===== config.mk =====
export PLATFORM = sky130hd
export DESIGN_NAME = bcd_down_counter
export DESIGN_NICKNAME = d
export VERILOG_FILES = /design/src/rtl/bcd_down_counter_pkg.sv /design/src/rtl/bcd_down_digit.sv /design/src/rtl/edge_trigger_JKFF.sv /design/src/rtl/bcd_down_counter.sv
export SDC_FILE = /design/constraint.sdc
export NUM_CORES = 1
export LEC_CHECK = 0
export ABC_AREA = 1
export BUFFER_PORTS_ARGS = -buffer_cell sky130_fd_sc_hd__buf_2
export CORE_MARGIN = 2
export CORE_UTILIZATION = 52
export DETAILED_ROUTE_END_ITERATION = 8
export PLACE_DENSITY = 0.81
export SYNTH_ARGS = -nofsm -noshare
export SYNTH_HDL_FRONTEND = slang
export SYNTH_HIERARCHICAL = 1
export SYNTH_SLANG_ARGS = --single-unit

===== constraint.sdc =====
create_clock -name clk -period 2.15 [get_ports clk]
set_input_delay 0.215 -clock clk [delete_from_list [all_inputs] [get_ports clk]]
set_output_delay 0.215 -clock clk [all_outputs]
set_load 0.03 [all_outputs]

===== src/rtl/bcd_down_counter_pkg.sv =====
// Shared BCD constants and helpers for the countdown counter and its digit cells.
// Loaded values outside 0..9 are clamped to 9 so the count is always valid BCD.
package bcd_down_counter_pkg;

  typedef logic [3:0] bcd_digit_t;

  localparam bcd_digit_t BCD_MAX  = 4'd9;
  localparam bcd_digit_t BCD_ZERO = 4'd0;

  function automatic bcd_digit_t bcd_sat(input bcd_digit_t d);
    return (d > BCD_MAX) ? BCD_MAX : d;
  endfunction

endpackage


===== src/rtl/bcd_down_digit.sv =====
// One BCD down-counting digit built from four JK flip-flops.
// Counts 9..0 while borrow_in is high; at 0 it becomes 9 and raises borrow_o.
module bcd_down_digit
  import bcd_down_counter_pkg::*;
(
  input  logic       clk,
  input  logic       reset,
  input  logic       load,
  input  logic [3:0] d,
  input  logic       borrow_in,
  output logic [3:0] q,
  output logic       is_zero,
  output logic       borrow_o
);

  bcd_digit_t d_sat;
  logic [3:0] j_vec;
  logic [3:0] k_vec;

  assign d_sat = bcd_sat(d);

  // Decrement equations; in load mode J/K force each bit to the loaded value.
  always_comb begin
    j_vec = 4'b0000;
    k_vec = 4'b0000;
    if (load) begin
      j_vec = d_sat;
      k_vec = ~d_sat;
    end else begin
      j_vec[0] = borrow_in;
      k_vec[0] = borrow_in;
      j_vec[1] = borrow_in & ~q[0] & (q[3] | q[2]);
      k_vec[1] = borrow_in & ~q[0];
      j_vec[2] = borrow_in & ~q[0] & q[3];
      k_vec[2] = borrow_in & ~q[1] & ~q[0];
      j_vec[3] = borrow_in & ~q[2] & ~q[1] & ~q[0];
      k_vec[3] = borrow_in & ~q[0];
    end
  end

  generate
    for (genvar gi = 0; gi < 4; gi++) begin : g_bit
      edge_trigger_JKFF u_ff (
        .clk  (clk),
        .rst_n(~reset),
        .j    (j_vec[gi]),
        .k    (k_vec[gi]),
        .q    (q[gi])
      );
    end
  endgenerate

  assign is_zero  = (q == BCD_ZERO);
  assign borrow_o = borrow_in & is_zero;

endmodule


===== src/rtl/edge_trigger_JKFF.sv =====
// Rising-edge JK flip-flop with asynchronous active-low clear.
module edge_trigger_JKFF (
  input  logic clk,
  input  logic rst_n,
  input  logic j,
  input  logic k,
  output logic q
);

  logic q_q;
  logic q_d;

  always_comb begin
    q_d = q_q;
    unique case ({j, k})
      2'b00: q_d = q_q;
      2'b01: q_d = 1'b0;
      2'b10: q_d = 1'b1;
      2'b11: q_d = ~q_q;
      default: q_d = q_q;
    endcase
  end

  always_ff @(posedge clk or negedge rst_n) begin
    if (!rst_n) begin
      q_q <= 1'b0;
    end else begin
      q_q <= q_d;
    end
  end

  assign q = q_q;

endmodule


===== src/rtl/bcd_down_counter.sv =====
// Multi-digit BCD countdown counter with parallel load, zero flag and borrow cascade.
// WRAP selects wrap-to-all-nines or hold-at-zero when counting past zero.
module bcd_down_counter
  import bcd_down_counter_pkg::*;
#(
  parameter int DIGITS = 2,
  parameter bit WRAP   = 1'b1
) (
  input  logic                  clk,
  input  logic                  reset,
  input  logic                  load,
  input  logic [4*DIGITS-1:0]   load_value,
  input  logic                  enable,
  output logic [4*DIGITS-1:0]   count,
  output logic                  zero,
  output logic                  borrow_out
);

  logic                borrow_chain [DIGITS+1];
  logic [DIGITS-1:0]   digit_zero;
  logic                count_en;

  // In one-shot mode the whole chain is frozen once every digit reaches zero.
  always_comb begin
    zero     = &digit_zero;
    count_en = enable & ~load & (WRAP | ~zero);
  end

  assign borrow_chain[0] = count_en;

  generate
    for (genvar gi = 0; gi < DIGITS; gi++) begin : g_digit
      bcd_down_digit u_digit (
        .clk      (clk),
        .reset    (reset),
        .load     (load),
        .d        (load_value[4*gi +: 4]),
        .borrow_in(borrow_chain[gi]),
        .q        (count[4*gi +: 4]),
        .is_zero  (digit_zero[gi]),
        .borrow_o (borrow_chain[gi+1])
      );
    end
  endgenerate

  // With WRAP the top of the chain already equals enable & zero & ~load.
  always_comb begin
    if (WRAP) begin
      borrow_out = borrow_chain[DIGITS] & ~reset;
    end else begin
      borrow_out = enable & zero & ~load & ~reset;
    end
  end

endmodule


==> impl_metrics.env, run 1 <==
export IMPL_status="complete, no violations"
export IMPL_post_cts_setup_buffers=0
export IMPL_synth_top_family_by_area="simple AND/OR/NAND/NOR gates"
export IMPL_largest_register_ffs=8
export IMPL_gp_congestion=0.787
export IMPL_path_buf_inv=4
export IMPL_drt_iter0_drc=17
export IMPL_hold_viol=0
export IMPL_synth_area_per_cell_sq_um=5.76
export IMPL_synth_compound_area_frac=0.120
export IMPL_drv_slew=0
export IMPL_clock_latency_ns=0.25
export IMPL_n_antenna_cell=0
export IMPL_htreeDepth=1
export IMPL_cp_cell_sequence="inv_1, nand2_1, nor3_2, inv_1, nor3_1, inv_1, nor2_2, buf_2"
export IMPL_die_w_um=40.4
export IMPL_synth_ff_type="dfrtp_1"
export IMPL_max_slew_margin=0.825
export IMPL_pin_count=22
export IMPL_cts_tree="yes"
export IMPL_num_rows=13
export IMPL_synthTopCellsByArea="dfrtp_1 29%, nand2_1 22%, inv_1 17%, o21ai_0 5.8%, nor2_2 5.4%"
export IMPL_synthSimpleGateAreaFrac=0.411
export IMPL_dieArea_sq_um=1640
export IMPL_crit_arrival_ns=1.70
export IMPL_cp_required_ns=1.93
export IMPL_crit_type="reg -> out"
export IMPL_cp_max_fo=5
export IMPL_synth_common_cells="41 x nand2_1, 31 x inv_1, 8 x dfrtp_1, 8 x o21ai_0"
export IMPL_vias=759
export IMPL_die_h_um=40.4
export IMPL_rsz0062_at_grt="false"
export IMPL_end_kind="output port"
export IMPL_cts_root_buf="clkbuf_4"
export IMPL_drtPass1Iterations=4
export IMPL_synth_top_area_share=0.290
export IMPL_synth_adder_area_share=0
export IMPL_stdcell_count=160
export IMPL_grt_pass1_wl_um=2330
export IMPL_critical_path_top_delay_family="simple AND/OR/NAND/NOR gates"
export IMPL_slowest_stage="dfrtp_1"
export IMPL_synthesis_nets=132
export IMPL_power_mw=0.677
export IMPL_dp_hpwl_um=1300
export IMPL_period_share=0.890
export IMPL_synthMuxAreaShare=0
export IMPL_fmax_mhz=523
export IMPL_ys_warn_count=6
export IMPL_timing_final_crit_period_ns=1.91
export IMPL_antenna_found_initial=0
export IMPL_synth_most_common_cell="nand2_1"
export IMPL_gr_usage_all_layers=0.226
export IMPL_p_leak_nw=0.522
export IMPL_synth_edff_count=0
export IMPL_drcViolationCount=0
export IMPL_hold_depth=5
export IMPL_clock_sinks=8
export IMPL_placedInstanceArea_sq_um=815
export IMPL_worstSetupStartpointType="register"
export IMPL_final_util=0.672
export IMPL_final_nets=159
export IMPL_port_buffers=21
export IMPL_cts_buffers_inserted=3
export IMPL_core_area_sq_um=1270
export IMPL_syn_to_final_growth_pct=23.4
export IMPL_grt_ovfl_total=0
export IMPL_drive_above_1_share=0.255
export IMPL_clock_path_buffers=2
export IMPL_wl_um=1530
export IMPL_async_reset_ff_frac=1.00
export IMPL_postRouteAntennaNets=0
export IMPL_p_per_area_nw_per_um2=795
export IMPL_initial_utilization=0.544
export IMPL_design_area_sq_um=852
export IMPL_ys_ff_latch=8
export IMPL_synth_xor_area_frac=0
export IMPL_reg2reg_depth=10
export IMPL_tns_ns=0
export IMPL_critPathMaxStageDelay_ns=0.39
export IMPL_hold_path_class="in -> reg"
export IMPL_avgViaCountPerCell=4.74
export IMPL_vdd_drop_max_uv=450
export IMPL_netlist_area_sq_um=691
export IMPL_path_depth=8
export IMPL_grt_max_degree=16
export IMPL_synthCells=120
export IMPL_synth_area_leader_cell="dfrtp_1"
export IMPL_critPathMostFrequentCell="inv_1"
export IMPL_setup_viol_count_final=0
export IMPL_worstMarginPinSlew_ns=0.263
export IMPL_grt_pass1_vias=618
export IMPL_fin_worst_skew_ns=0.00276
export IMPL_max_cap_violations=0
export IMPL_ys_seq_area_frac=0.290
export IMPL_placedCellCount=156
export IMPL_ys_types=15
export IMPL_clkTransAtPathRegs_ns=0.05
export IMPL_wl_per_cell_um=9.53
## routing by layer
metal / track usage / wire (um) / up-vias
met5: 0 / 0 / -
met4: 0.100 / 15 / 0
met3: 0.0833 / 88 / 2
met2: 0.405 / 814 / 20
met1: 0.228 / 606 / 330
li1: - / - / 407
## report_power, final
| part | internal (mW) | leakage, nW | switching (mW) |
|---|---|---|---|
| sequential | 0.191 | 0.0990 | 0.0463 |
| clock | 0.0639 | 0.0138 | 0.0515 |
| combinational | 0.0960 | 0.410 | 0.228 |
| total | 0.351 | 0.522 | 0.326 |
## per-stage QoR
step / hold WS (ns) / setup slack [ns]
after detailed placement: 0.136 / 0.421
final: 0.315 / 0.237
after global routing: 0.350 / 0.0840
after global placement: 0.134 / 0.474
after floorplan: -0.0189 / 0.368
after CTS: 0.309 / 0.144
## logic make-up (layout without fill, tap and decap cells)
| kind of cell | after synthesis | count (layout) |
|---|---|---|
| simple gates | 65 | 65 |
| buf+inv | 33 | 58 |
| compound gates | 14 | 14 |
| flops | 8 | 8 |
## final timing paths
| check | to | startpoint | slack [ns] |
|---|---|---|---|
| min in group asynchronous | g_digit[0].u_digit/g_bit[1].u_ff/q$_DFFE_PN0P_ | reset | 0.42 |
| min reg2reg | g_digit[0].u_digit/g_bit[0].u_ff/q$_DFFE_PN0P_ | g_digit[0].u_digit/g_bit[0].u_ff/q$_DFFE_PN0P_ | 0.53 |
| max | borrow_out | g_digit[0].u_digit/g_bit[0].u_ff/q$_DFFE_PN0P_ | 0.24 |
| min | g_digit[0].u_digit/g_bit[1].u_ff/q$_DFFE_PN0P_ | load_value[1] | 0.31 |
| max in group asynchronous | g_digit[1].u_digit/g_bit[1].u_ff/q$_DFFE_PN0P_ | reset | 1.55 |
| max reg2reg | g_digit[1].u_digit/g_bit[2].u_ff/q$_DFFE_PN0P_ | g_digit[0].u_digit/g_bit[0].u_ff/q$_DFFE_PN0P_ | 0.57 |
## what timing repair did
action                                  CTS  global route
endpoints found under the setup margin    0             1
hold endpoints to repair                  8             0
hold buffers                              1             0
gates resized for setup                   0             1
## tightest hold or removal path, stage by stage
cell     delay [ns]
buf_2          0.10
nand3_1        0.07
nand2_1        0.06
nand2_1        0.05
nand2_1        0.04
## placed cells by master (no fill, tap or decap), types with 3 or more instances in the layout
cell      count
buf_2        21
nand2_1      41
o21ai_0       8
nor2_2        6
nor2_1        4
nand3_1       6
dfrtp_1       8
inv_1        31
clkbuf_4      3
## layout make-up
type	count	area, sq um
flip-flops and latches	8	200
multi-input cells	79	372
fillers	121	417
clock buffers	3	22.5
inverters	33	124
repair buffers	22	115
well taps	15	18.8
(Power assumes the default switching activity.)
==> inputs of run 2 (changes only) <==
--- a/config.mk
+++ b/config.mk
@@ -8,9 +8,9 @@
 export ABC_AREA = 1
 export BUFFER_PORTS_ARGS = -buffer_cell sky130_fd_sc_hd__buf_2
 export CORE_MARGIN = 2
-export CORE_UTILIZATION = 52
+export CORE_UTILIZATION = 49
 export DETAILED_ROUTE_END_ITERATION = 8
-export PLACE_DENSITY = 0.81
+export PLACE_DENSITY = 0.77
 export SYNTH_ARGS = -nofsm -noshare
 export SYNTH_HDL_FRONTEND = slang
 export SYNTH_HIERARCHICAL = 1
==> constraint.sdc (replaced) <==
create_clock -name clk -period 1.9 [get_ports clk]
set_input_delay 0.19 -clock clk [delete_from_list [all_inputs] [get_ports clk]]
set_output_delay 0.19 -clock clk [all_outputs]
set_load 0.03 [all_outputs]
==> impl_metrics.env, run 2 (same netlist as run 1, synthesis figures left out) <==
export IMPL_status="complete, no violations"
export IMPL_min_to="g_digit[0].u_digit/g_bit[1].u_ff/q$_DFFE_PN0P_"
export IMPL_syn_to_final_growth_pct=27.2
export IMPL_clockPowerShare=0.159
export IMPL_avgViaCountPerCell=4.75
export IMPL_r2r_slack_ns=0.14
export IMPL_final_cell_mix="41 x nand2_1, 29 x inv_1, 20 x buf_2, 8 x o21ai_0, 8 x dfrtp_1"
export IMPL_placedCellCount=157
export IMPL_max_cap_violations=0
export IMPL_final_util=0.675
export IMPL_clkTransAtPathRegs_ns=0.05
export IMPL_grt_pass1_vias=625
export IMPL_antenna_found_initial=0
export IMPL_crit_arrival_ns=1.69
export IMPL_fmax_mhz=531
export IMPL_pin_count=22
export IMPL_hold_depth=5
export IMPL_hp_start="load_value[1]"
export IMPL_grt_pass1_wl_um=2530
export IMPL_cp_max_fo=5
export IMPL_clock_latency_ns=0.25
export IMPL_postRouteAntennaNets=0
export IMPL_n_antenna_cell=0
export IMPL_p_per_area_nw_per_um2=873
export IMPL_setup_viol_count_final=0
export IMPL_htreeDepth=1
export IMPL_p_leak_nw=0.531
export IMPL_max_slew_margin=0.809
export IMPL_cp_required_ns=1.71
export IMPL_drt_iter0_drc=26
export IMPL_final_common_cell="nand2_1"
export IMPL_grt_ovfl_total=0
export IMPL_regToRegStartpoint="g_digit[0].u_digit/g_bit[2].u_ff/q$_DFFE_PN0P_"
export IMPL_reg2reg_depth=10
export IMPL_wl_um=1530
export IMPL_clock_path_buffers=2
export IMPL_hold_path_class="in -> reg"
export IMPL_largest_register_ffs=8
export IMPL_vias=769
export IMPL_num_rows=13
export IMPL_final_nets=161
export IMPL_vdd_drop_max_uv=565
export IMPL_seqCellArea_sq_um=200
export IMPL_port_buffers=21
export IMPL_drv_slew=0
export IMPL_wl_per_cell_um=9.44
export IMPL_worstSetupStartpointType="register"
export IMPL_multi_input_area_sq_um=377
export IMPL_drcViolationCount=0
export IMPL_gr_usage_all_layers=0.185
export IMPL_crit_type="reg -> out"
export IMPL_dieArea_sq_um=1730
export IMPL_stdcell_count=162
export IMPL_placedInstanceArea_sq_um=822
export IMPL_rsz0062_at_grt="true"
export IMPL_cts_root_buf="clkbuf_4"
export IMPL_core_area_sq_um=1300
export IMPL_nFillCells=114
export IMPL_hold_viol=0
export IMPL_gp_congestion=0.889
export IMPL_die_h_um=41.5
export IMPL_rr_endpoint="g_digit[1].u_digit/g_bit[2].u_ff/q$_DFFE_PN0P_"
export IMPL_drtPass1Iterations=4
export IMPL_power_internal_mw=0.402
export IMPL_p_sw_mw=0.365
export IMPL_fin_worst_skew_ns=0.00714
export IMPL_worstMarginPinSlew_ns=0.283
export IMPL_clock_sinks=8
export IMPL_cts_tree="yes"
export IMPL_p_seq_frac=0.347
export IMPL_design_area_sq_um=878
export IMPL_die_w_um=41.5
export IMPL_initial_utilization=0.531
export IMPL_grt_max_degree=15
export IMPL_cts_buffers_inserted=3
export IMPL_pwr_share_comb=0.494
export IMPL_p_sw_frac=0.476
export IMPL_end_kind="output port"
export IMPL_dp_hpwl_um=1200
export IMPL_whs_ns=0.315
export IMPL_timing_final_crit_period_ns=1.88
export IMPL_period_share=0.991
export IMPL_drive_above_1_share=0.286
run 2: cell types whose count changed in the layout (fill, tap and decap cells not counted), sizes merged:
cell  previous run  this run
buf             21        23
run 2: metrics by stage:
step | power [mW] | worst slack [ns] | TNS, ns
after CTS | 0.764 | 0.0186 | 0
after global placement | 0.622 | 0.247 | 0
after global routing | 0.833 | -0.0989 | -0.0989
after floorplan | 0.524 | 0.143 | 0
after detailed placement | 0.630 | 0.249 | 0
final | 0.767 | 0.0175 | 0
run 2: area by class of cell:
| cell class | count | share of cell area |
|---|---|---|
| multi-input combinational | 79 | 0.429 |
| sequential | 8 | 0.228 |
| timing repair buffer | 24 | 0.155 |
| inverter | 33 | 0.141 |
| clock buffer | 3 | 0.0256 |
| tap | 15 | 0.0214 |
run 2: worst max path at each step:
| stage | from | to | slack (ns) | cells after the start |
|---|---|---|---|---|
| 2_1_floorplan | g_digit[0].u_digit/g_bit[3].u_ff/q$_DFFE_PN0P_ | borrow_out | 0.14 | 6 |
| 3_3_place_gp | g_digit[0].u_digit/g_bit[3].u_ff/q$_DFFE_PN0P_ | borrow_out | 0.25 | 7 |
| 3_5_place_dp | g_digit[0].u_digit/g_bit[3].u_ff/q$_DFFE_PN0P_ | borrow_out | 0.25 | 7 |
| 4_1_cts | g_digit[0].u_digit/g_bit[0].u_ff/q$_DFFE_PN0P_ | borrow_out | 0.02 | 8 |
| 5_1_grt | g_digit[0].u_digit/g_bit[2].u_ff/q$_DFFE_PN0P_ | borrow_out | -0.1 | 7 |
| 6_report | g_digit[0].u_digit/g_bit[2].u_ff/q$_DFFE_PN0P_ | borrow_out | 0.02 | 7 |
run 2: critical path: stages, from the launching register on:
cell     delay, ns
dfrtp_1       0.40
or2_1         0.28
nor3_2        0.24
inv_2         0.07
nor3_2        0.15
inv_1         0.07
nor2_2        0.10
buf_6         0.14
run 2: what timing repair did:
item / in CTS / in global routing
gates cloned: 0 / 0
buffers inserted: 0 / 1
pin swaps: 0 / 3
gates resized for setup: 1 / 6
endpoints found under the setup margin: 1 / 1
endpoints found under the hold margin: 8 / 0
hold buffers: 1 / 0
run 2: routing by layer:
metal  share of wire  vias to the layer above  GRT usage  routed length (um)
met5               0                        -          0                   0
met3           0.040                        0     0.0304                  61
met2            0.44                       19      0.256                 678
li1                -                      411          -                   -
met4               0                        0     0.0968                   0
met1            0.52                      339      0.272                 789
run 2: power groups by stage:
stage               logic (mW)  registers [mW]  clock network, mW
finish                   0.379           0.266              0.122
global route             0.415           0.275              0.143
CTS                      0.370           0.264              0.129
detailed placement       0.363           0.267                  0
global placement         0.359           0.263                  0
floorplan                0.170           0.355                  0
==> inputs of run 3 (changes only) <==
--- a/config.mk
+++ b/config.mk
@@ -5,10 +5,10 @@
 export SDC_FILE = /design/constraint.sdc
 export NUM_CORES = 1
 export LEC_CHECK = 0
-export ABC_AREA = 1
 export BUFFER_PORTS_ARGS = -buffer_cell sky130_fd_sc_hd__buf_2
 export CORE_MARGIN = 2
-export CORE_UTILIZATION = 49
+export CORE_UTILIZATION = 48
+export CTS_CLUSTER_SIZE = 14
 export DETAILED_ROUTE_END_ITERATION = 8
 export PLACE_DENSITY = 0.77
 export SYNTH_ARGS = -nofsm -noshare
==> impl_metrics.env, run 3 <==
export IMPL_status="complete, no violations"
export IMPL_synthTopCellsByArea="dfrtp_1 31%, nor2_1 6.9%, a21oi_1 6.1%, o41ai_2 5.0%, nand2b_4 4.2%"
export IMPL_design_area_sq_um=818
export IMPL_grt_pass1_vias=475
export IMPL_drcViolationCount=0
export IMPL_synth_area_leader_cell="dfrtp_1"
export IMPL_synthCells=75
export IMPL_setup_viol_count_final=0
export IMPL_end_kind="output port"
export IMPL_postRouteAntennaNets=0
export IMPL_syn_to_final_growth_pct=25.0
export IMPL_port_buffers=21
export IMPL_worstSetupStartpointType="register"
export IMPL_grt_ovfl_total=0
export IMPL_cts_tree="yes"
export IMPL_largest_register_ffs=8
export IMPL_clock_path_buffers=2
export IMPL_timing_final_crit_period_ns=1.82
export IMPL_clock_latency_ns=0.25
export IMPL_crit_arrival_ns=1.63
export IMPL_grt_pass1_wl_um=1930
export IMPL_synth_edff_count=0
export IMPL_cp_required_ns=1.71
export IMPL_regToRegStartpoint="g_digit[0].u_digit/g_bit[2].u_ff/q$_DFFE_PN0P_"
export IMPL_hp_start="load_value[3]"
export IMPL_vdd_drop_max_uv=903
export IMPL_num_rows=13
export IMPL_synth_area_per_cell_sq_um=8.73
export IMPL_wl_per_cell_um=12.2
export IMPL_netlist_area_sq_um=654
export IMPL_dp_hpwl_um=1060
export IMPL_initial_utilization=0.509
export IMPL_max_cap_violations=0
export IMPL_reg2reg_depth=6
export IMPL_rr_endpoint="g_digit[1].u_digit/g_bit[3].u_ff/q$_DFFE_PN0P_"
export IMPL_cts_buffers_inserted=3
export IMPL_async_reset_ff_frac=1.00
export IMPL_die_w_um=40.9
export IMPL_final_cell_mix="20 x buf_2, 12 x nor2_1, 8 x a21oi_1, 7 x dfrtp_1, 6 x inv_1"
export IMPL_max_slew_margin=0.704
export IMPL_drtPass1Iterations=4
export IMPL_hold_path_class="in -> reg"
export IMPL_final_nets=114
export IMPL_grt_max_degree=26
export IMPL_dieArea_sq_um=1670
export IMPL_drt_iter0_drc=8
export IMPL_r2r_slack_ns=0.37
export IMPL_n_antenna_cell=0
export IMPL_ys_ff_latch=8
export IMPL_ys_warn_count=6
export IMPL_clock_sinks=8
export IMPL_final_common_cell="buf_2"
export IMPL_htreeDepth=1
export IMPL_synthesis_nets=87
export IMPL_vias=605
export IMPL_gp_congestion=0.862
export IMPL_synth_most_common_cell="nor2_1"
export IMPL_crit_start="g_digit[0].u_digit/g_bit[2].u_ff/q$_DFFE_PN0P_"
export IMPL_clkTransAtPathRegs_ns=0.06
export IMPL_drv_slew=0
export IMPL_cp_max_fo=6
export IMPL_pin_count=22
export IMPL_drive_above_1_share=0.400
export IMPL_ys_seq_area_frac=0.306
export IMPL_synth_top_area_share=0.306
export IMPL_fmax_mhz=549
export IMPL_fin_worst_skew_ns=0.0148
export IMPL_ys_types=23
export IMPL_wl_um=1410
export IMPL_die_h_um=40.9
export IMPL_p_per_area_nw_per_um2=976
export IMPL_worstMarginPinSlew_ns=0.444
export IMPL_hold_depth=3
export IMPL_min_to="g_digit[0].u_digit/g_bit[3].u_ff/q$_DFFE_PN0P_"
export IMPL_period_share=0.959
export IMPL_hold_viol=0
export IMPL_cts_root_buf="clkbuf_4"
export IMPL_synth_common_cells="12 x nor2_1, 8 x a21oi_1, 8 x dfrtp_1"
export IMPL_avgViaCountPerCell=5.26
export IMPL_antenna_found_initial=0
export IMPL_core_area_sq_um=1280
export IMPL_synth_ff_type="dfrtp_1"
export IMPL_final_util=0.637
export IMPL_gr_usage_all_layers=0.183
export IMPL_p_leak_nw=0.393
export IMPL_crit_type="reg -> out"
export IMPL_placedInstanceArea_sq_um=756
## run 3: cell types whose count changed after synthesis, sizes merged, moves of 6 or more
cell,change
inv,-27
nand2b,+6
nand3,-6
a21oi,+6
nand2,-41
o21ai,-8
## run 3: cell families (layout without fill, tap and decap cells)
group | Yosys count | after routing | share of synthesized area
mux | 2 | 2 | 0.0306
flops | 8 | 8 | 0.306
compound gates | 24 | 24 | 0.264
simple gates | 33 | 33 | 0.331
buf+inv | 8 | 33 | 0.0688
## run 3: routing by layer
| layer | vias to the layer above | wire [um] | track usage | share of wire |
|---|---|---|---|---|
| met1 | 278 | 737 | 0.262 | 0.52 |
| met4 | 0 | 12 | 0.125 | 0.0085 |
| met3 | 2 | 35 | 0.0163 | 0.025 |
| met5 | - | 0 | 0 | 0 |
| met2 | 10 | 619 | 0.258 | 0.44 |
| li1 | 315 | - | - | - |
## run 3: how the worst max path moves through the flow
| stage | end |
|---|---|
| global placement | borrow_out |
| global route | borrow_out |
| floorplan | borrow_out |
| detailed placement | borrow_out |
| CTS | borrow_out |
| finish | borrow_out |
## run 3: per-stage QoR
stage / hold WS, ns / power [mW] / setup WS, ns / TNS (ns) / std cells
after CTS: 0.276 / 0.775 / 0.00924 / 0 / 113
after detailed placement: 0.121 / 0.643 / 0.294 / 0 / 109
after global routing: 0.315 / 0.845 / -0.000968 / -0.000968 / 115
after floorplan: -0.0439 / 0.539 / 0.296 / 0 / 75
after global placement: 0.117 / 0.637 / 0.337 / 0 / 109
final: 0.281 / 0.799 / 0.0775 / 0 / 115
## run 3: repair_timing
action,CTS,global route
endpoints found under the setup margin,0,1
resized for setup,0,5
hold buffers,1,0
hold endpoints to repair,8,0
buffers inserted,0,2
## run 3: critical path, cell delays in order (launching register included)
cell and delay [ns]:
dfrtp_2 0.46, nor4_4 0.28, and2_4 0.21, and2_1 0.13, nor2b_4 0.12, clkbuf_4 0.18
## run 3: where the power goes
group / switching (mW) / total (mW) / leakage (nW) / internal, mW
Clock: 0.0559 / 0.128 / 0.0138 / 0.0722
Sequential: 0.107 / 0.335 / 0.0908 / 0.227
Combinational: 0.213 / 0.336 / 0.289 / 0.123
Total: 0.376 / 0.799 / 0.393 / 0.423
## run 3: cell type report
type                    instances  area (sq um)
fillers                       124           467
multi-input cells              59           420
flip-flops and latches          8           201
repair buffers                 24           133
clock buffers                   3          22.5
inverters                       6          22.5
well taps                      15          18.8
